$ cat config.mk
export PLATFORM = sky130hd
export DESIGN_NAME = ex_muldiv_unit
export DESIGN_NICKNAME = d
export VERILOG_FILES = /design/src/rtl/ex_muldiv_unit.sv
export SDC_FILE = /design/constraint.sdc
export NUM_CORES = 1
export LEC_CHECK = 0
export CAP_MARGIN = 20
export CORE_MARGIN = 3
export CORE_UTILIZATION = 40
export DETAILED_ROUTE_END_ITERATION = 10
export PLACE_DENSITY = 0.59
export SLEW_MARGIN = 40
export SYNTH_ARGS = -nofsm -noshare
export SYNTH_HDL_FRONTEND = slang
export SYNTH_SLANG_ARGS = --single-unit
$ cat constraint.sdc
create_clock -name clk -period 4.89 [get_ports clk]
set_input_delay 0.489 -clock clk [delete_from_list [all_inputs] [get_ports clk]]
set_output_delay 0.489 -clock clk [all_outputs]
set_load 0.03 [all_outputs]
$ cat src/rtl/ex_muldiv_unit.sv
// EX-stage multiply/divide unit with HI/LO ownership.
// Iterative radix-2 engine beside the single-cycle ALU.
module ex_muldiv_unit #(
  parameter int WIDTH = 32
) (
  input  logic             clk,
  input  logic             rst_n,
  input  logic             issue,
  input  logic [1:0]       alu_op,
  input  logic [5:0]       funct,
  input  logic [WIDTH-1:0] rs_val,
  input  logic [WIDTH-1:0] rt_val,
  output logic             stall,
  output logic [WIDTH-1:0] result,
  output logic             busy,
  output logic             done,
  output logic [WIDTH-1:0] hi,
  output logic [WIDTH-1:0] lo
);

  localparam int CW = $clog2(WIDTH + 1);

  typedef enum logic [1:0] {
    IDLE,
    CALC,
    FIX
  } state_e;

  state_e           state_q;
  logic [CW-1:0]    cnt_q;
  logic [WIDTH-1:0] a_q;
  logic [WIDTH-1:0] b_q;
  logic [WIDTH:0]   acc_q;
  logic [WIDTH-1:0] q_q;
  logic             is_div_q;
  logic             neg_q;
  logic             negr_q;
  logic             divz_q;
  logic [WIDTH-1:0] hi_q;
  logic [WIDTH-1:0] lo_q;
  logic             done_q;

  logic is_r;
  logic dec_mult, dec_multu, dec_div, dec_divu;
  logic dec_mfhi, dec_mflo, dec_mthi, dec_mtlo;
  logic dec_md, dec_mv, dec_sgn, dec_isdiv;
  logic idle, accept;

  assign is_r      = issue && (alu_op == 2'b10);
  assign dec_mult  = is_r && (funct == 6'b011000);
  assign dec_multu = is_r && (funct == 6'b011001);
  assign dec_div   = is_r && (funct == 6'b011010);
  assign dec_divu  = is_r && (funct == 6'b011011);
  assign dec_mfhi  = is_r && (funct == 6'b010000);
  assign dec_mflo  = is_r && (funct == 6'b010010);
  assign dec_mthi  = is_r && (funct == 6'b010001);
  assign dec_mtlo  = is_r && (funct == 6'b010011);

  assign dec_md    = dec_mult | dec_multu | dec_div | dec_divu;
  assign dec_mv    = dec_mfhi | dec_mflo | dec_mthi | dec_mtlo;
  assign dec_sgn   = dec_mult | dec_div;
  assign dec_isdiv = dec_div | dec_divu;

  assign idle   = (state_q == IDLE);
  assign accept = idle && dec_md;

  assign stall  = (dec_md | dec_mv) && !idle;
  assign busy   = !idle;
  assign done   = done_q;
  assign hi     = hi_q;
  assign lo     = lo_q;

  always_comb begin
    result = '0;
    if (idle && dec_mfhi) result = hi_q;
    if (idle && dec_mflo) result = lo_q;
  end

  // Operand magnitudes and sign flags captured at accept.
  logic             sa, sb;
  logic [WIDTH-1:0] rs_mag, rt_mag;

  assign sa     = dec_sgn && rs_val[WIDTH-1];
  assign sb     = dec_sgn && rt_val[WIDTH-1];
  assign rs_mag = sa ? (~rs_val + 1'b1) : rs_val;
  assign rt_mag = sb ? (~rt_val + 1'b1) : rt_val;

  logic [WIDTH:0]   acc_d;
  logic [WIDTH-1:0] q_d;
  logic [WIDTH:0]   shl;
  logic [WIDTH+1:0] diff;
  logic [WIDTH:0]   sum;

  always_comb begin
    acc_d = acc_q;
    q_d   = q_q;
    shl   = '0;
    diff  = '0;
    sum   = '0;
    if (is_div_q) begin
      shl  = {acc_q[WIDTH-1:0], q_q[WIDTH-1]};
      diff = {1'b0, shl} - {2'b00, b_q};
      if (!diff[WIDTH+1]) begin
        acc_d = diff[WIDTH:0];
        q_d   = {q_q[WIDTH-2:0], 1'b1};
      end else begin
        acc_d = shl;
        q_d   = {q_q[WIDTH-2:0], 1'b0};
      end
    end else begin
      sum   = q_q[0] ? (acc_q + {1'b0, a_q}) : acc_q;
      acc_d = {1'b0, sum[WIDTH:1]};
      q_d   = {sum[0], q_q[WIDTH-1:1]};
    end
  end

  logic [2*WIDTH-1:0] prod;
  logic [WIDTH-1:0]   fix_hi, fix_lo;

  always_comb begin
    prod   = {acc_q[WIDTH-1:0], q_q};
    fix_hi = '0;
    fix_lo = '0;
    if (!is_div_q) begin
      if (neg_q) prod = ~prod + 1'b1;
      fix_hi = prod[2*WIDTH-1:WIDTH];
      fix_lo = prod[WIDTH-1:0];
    end else if (divz_q) begin
      fix_hi = a_q;
      fix_lo = '1;
    end else begin
      fix_lo = neg_q ? (~q_q + 1'b1) : q_q;
      fix_hi = negr_q ? (~acc_q[WIDTH-1:0] + 1'b1)
                      : acc_q[WIDTH-1:0];
    end
  end

  always_ff @(posedge clk or negedge rst_n) begin
    if (!rst_n) begin
      state_q  <= IDLE;
      cnt_q    <= '0;
      a_q      <= '0;
      b_q      <= '0;
      acc_q    <= '0;
      q_q      <= '0;
      is_div_q <= 1'b0;
      neg_q    <= 1'b0;
      negr_q   <= 1'b0;
      divz_q   <= 1'b0;
      hi_q     <= '0;
      lo_q     <= '0;
      done_q   <= 1'b0;
    end else begin
      done_q <= 1'b0;
      case (state_q)
        IDLE: begin
          if (dec_mthi) hi_q <= rs_val;
          if (dec_mtlo) lo_q <= rs_val;
          if (accept) begin
            state_q  <= CALC;
            cnt_q    <= CW'(WIDTH);
            acc_q    <= '0;
            is_div_q <= dec_isdiv;
            neg_q    <= sa ^ sb;
            negr_q   <= sa;
            divz_q   <= dec_isdiv && (rt_val == '0);
            b_q      <= rt_mag;
            a_q      <= dec_isdiv ? rs_val : rs_mag;
            q_q      <= dec_isdiv ? rs_mag : rt_mag;
          end
        end
        CALC: begin
          acc_q <= acc_d;
          q_q   <= q_d;
          cnt_q <= cnt_q - 1'b1;
          if (cnt_q == CW'(1)) state_q <= FIX;
        end
        FIX: begin
          hi_q    <= fix_hi;
          lo_q    <= fix_lo;
          done_q  <= 1'b1;
          state_q <= IDLE;
        end
        default: state_q <= IDLE;
      endcase
    end
  end

endmodule

==> reports/metrics.csv <==
metric;value;unit
status;finished clean;
final-max-slew-violation-count;0;
post-route-util;48.39;%
grt_pass1_vias;16889;
seqCellArea;5157;µm²
wl_per_cell;22.40;µm
synth_top_family_by_area;compound AO/OA/AOI/OAI gates;
gp_congestion;0.9062;
synth_compound_area_share;25.33;%
cts_tree;built;
grt.total_usage;27.44;%
cts_htree_levels;1;
path_clk_slew;0.06;ns
cpPeakStageDelay;0.72;ns
cp_max_fo;32;
fin_skew;0.01092;ns
path_delay_family;simple AND/OR/NAND/NOR gates;
yosys.area_share.simple;19.47;%
cp_slowest_cell;clkdlybuf4s50_1;
rsz0062_at_grt;no;
cp-start-kind;primary input;
timing.hold.ws;0.3999;ns
period_minus_slack;4.035;ns
dr_total_vias;17784;
crit_start;funct[2];
rrSetupSlack;0.92;ns
muxShareOfSynthArea;5.266;%
end_kind;primary output;
cp.depth;8;
drtPass1Iterations;6;
crit_buf_inv;2;
cts_inserted_buffers;28;
start_util;40.99;%
antenna_found_initial;0;
drv_cap;0;
ir_worst_vdd;0.2548;mV
cts.root.buffer_cell;clkbuf_16;
core;43650;µm²
syn_area;17890;µm²
cts_buffer_depth;3;
crit_chain;clkdlybuf4s50_1 > nor4bb_1 > nand2b_1 > nor2_1 > nand2_1 > or2_2 > nor2_1 > clkdlybuf4s50_1;
hold_viol;0;
cts_resized;0;
post-route-period-util;82.51;%
num-fill-cells;4228;
routed_wl;66.50;mm
timing.rr.start;acc_q[5]$_DFFE_PN0P_;
synth_fa_ha_area_share;5.120;%
worstPathArrival;3.55;ns
maxSlewHeadroom;45.72;%
grt_remaining_overflow;0;
drc;0;
worst_skew_pair.late_latency;0.56;ns
fp.dieW;217.5;µm
die_h;217.5;µm
worst_pin_slew;0.8113;ns
drt-initial-drc-count;1815;
syn_area_per_cell;7.778;µm²
viasPerCell;5.990;
synth.distinct_cells;75;
ys_ff_latch;206;
post_cts_buffers;0;
port_buffers;173;
synth_flop_cell;dfrtp_1;
required;4.40;ns
dieArea;47300;µm²
ant_nets;0;
synth_xor_area_share;10.13;%
pin_count;174;
drive_gt1_share;5.835;%
syn_to_final_growth;18.07;%
syn_nets;2447;
cts_sinks;206;
r2r_cells;10;
grt_pass1_wl;102.5;mm
min_path_type;in2async;
leakage;8.423;nW
setup-tns-final;0;ns
path_class;in2out;
fin_nets;2508;
synth_seq_area_share;28.82;%
grt_max_degree;95;
reg2reg_to;acc_q[3]$_DFFE_PN0P_;
powerDensity;560.8;nW/µm²
setup_violations;0;
synth_edf_count;0;
syn_inst;2300;
multi_input_area;11770;µm²
yosysWarnings;0;
rows;76;
async_flop_share;100.0;%
total_power;11.84;mW
fmax;0.2479;GHz
endpoint;result[2];
hpwl;50.68;mm
[Yosys cell counts (12+ instances only)]
library cell	n	area share, %
o221ai_1	15	0.73
o21ai_1	13	0.36
and2_1	14	0.49
or4_1	18	0.76
nand3_1	48	1.3
or3_1	26	0.91
o31ai_1	35	1.5
dfrtp_1	206	29
xor2_1	121	5.9
nand2_1	317	6.7
a21oi_1	134	3.7
nand2b_1	20	0.70
ha_1	70	4.9
nand4_1	21	0.73
o211ai_1	17	0.71
a21o_1	47	2.0
a221oi_1	48	2.3
nor2_1	149	3.1
a211oi_1	23	0.97
a311oi_1	12	0.59
clkbuf_1	174	3.7
nor3_1	35	0.98
inv_1	84	1.8
and3_1	31	1.1
o21ai_0	216	6.0
a31oi_1	23	0.80
o41ai_1	14	0.69
nor4_1	16	0.56
a32oi_1	33	1.6
nor2b_1	15	0.52
xnor2_1	86	4.2
mux2i_1	84	4.7
[routing by layer]
layer	vias up	routed length, µm	global-route usage, %
met5	-	0	0
met4	0	1486	6.393
li1	8426	-	-
met3	80	5254	4.598
met1	8639	31350	40.68
met2	639	28400	41.76
[worst reg2reg max path: stages, from the launching register on]
cell,delay (ns)
dfrtp_1,0.61
ha_1,0.37
a21o_1,0.23
a2111oi_0,0.42
a21oi_1,0.17
nand3_1,0.25
nand3_1,0.21
a311oi_4,0.76
buf_4,0.39
o211ai_1,0.15
a32o_1,0.30
[cell usage in the layout, fill, tap and decap left out, types with 14 or more instances in the layout]
cell	instances
clkdlybuf4s50_1	171
or4_1	18
o31ai_1	35
a21oi_1	133
clkbuf_16	29
a221oi_1	48
buf_4	43
nand2b_1	19
o21ai_0	216
or3_1	26
nor3_1	35
xor2_1	121
nor2_1	147
dfrtp_1	204
a21o_1	47
a32oi_1	33
nand3_1	46
inv_1	84
nor2b_1	14
a31oi_1	23
a211oi_1	23
nand4_1	21
ha_1	70
xnor2_1	86
mux2i_1	84
nand2_1	316
o211ai_1	17
nor4_1	14
and3_1	31
o221ai_1	15
[where the power goes]
part | internal (mW) | switching (mW)
clock network | 1.42 | 0.843
logic | 2.63 | 3.76
registers | 2.25 | 0.944
total | 6.30 | 5.55
[cell type report]
class	instances	share of cell area, %
inverters	85	1.511
repair buffers	221	10.12
well taps	585	3.465
diodes	2	0.02370
clock inverters	10	0.8590
clock buffers	41	3.886
flip-flops and latches	206	24.42
multi-input cells	1819	55.72
[state kept, by name (all words and copies together), names as in the netlist, 2 cells and up]
register	flops
state_q	2
b_q	32
cnt_q	6
a_q	32
acc_q	33
lo	32
hi	32
q_q	32
[cell families after synthesis]
logic type               Yosys count
AND/OR/NAND/NOR                  747
AO/OA/AOI/OAI                    700
buffers and inverters            275
XOR/XNOR                         207
flip-flops                       206
multiplexers                      93
adder cells (fa/ha/maj)           72
[through the flow]
stage / instances / area [µm²] / worst slack, ns
2_1_floorplan: 2300 / 17890 / 1.675
3_3_place_gp: 2913 / 20050 / 0.5259
3_5_place_dp: 2915 / 20100 / 0.8794
4_1_cts: 2967 / 21120 / 0.8858
5_1_grt: 2967 / 21120 / 0.6510
6_report: 2969 / 21120 / 0.8554
[worst min-delay path by stage]
stage | endpoint | slack (ns) | depth (start not counted)
floorplan | a_q[0]$_DFFE_PN0P_ | 0.19 | 0
global placement | cnt_q[5]$_DFFE_PN0P_ | 0.46 | 1
detailed placement | b_q[27]$_DFFE_PN0P_ | 0.42 | 1
CTS | b_q[27]$_DFFE_PN0P_ | 0.41 | 2
global route | b_q[27]$_DFFE_PN0P_ | 0.44 | 2
finish | b_q[30]$_DFFE_PN0P_ | 0.40 | 2
[repair_timing]
item / 4_1_cts / 5_1_grt
setup endpoints to repair: 0 / 0
hold endpoints to repair: 44 / 0
hold buffers: 1 / 0
Power figures use the tool's default switching activity.
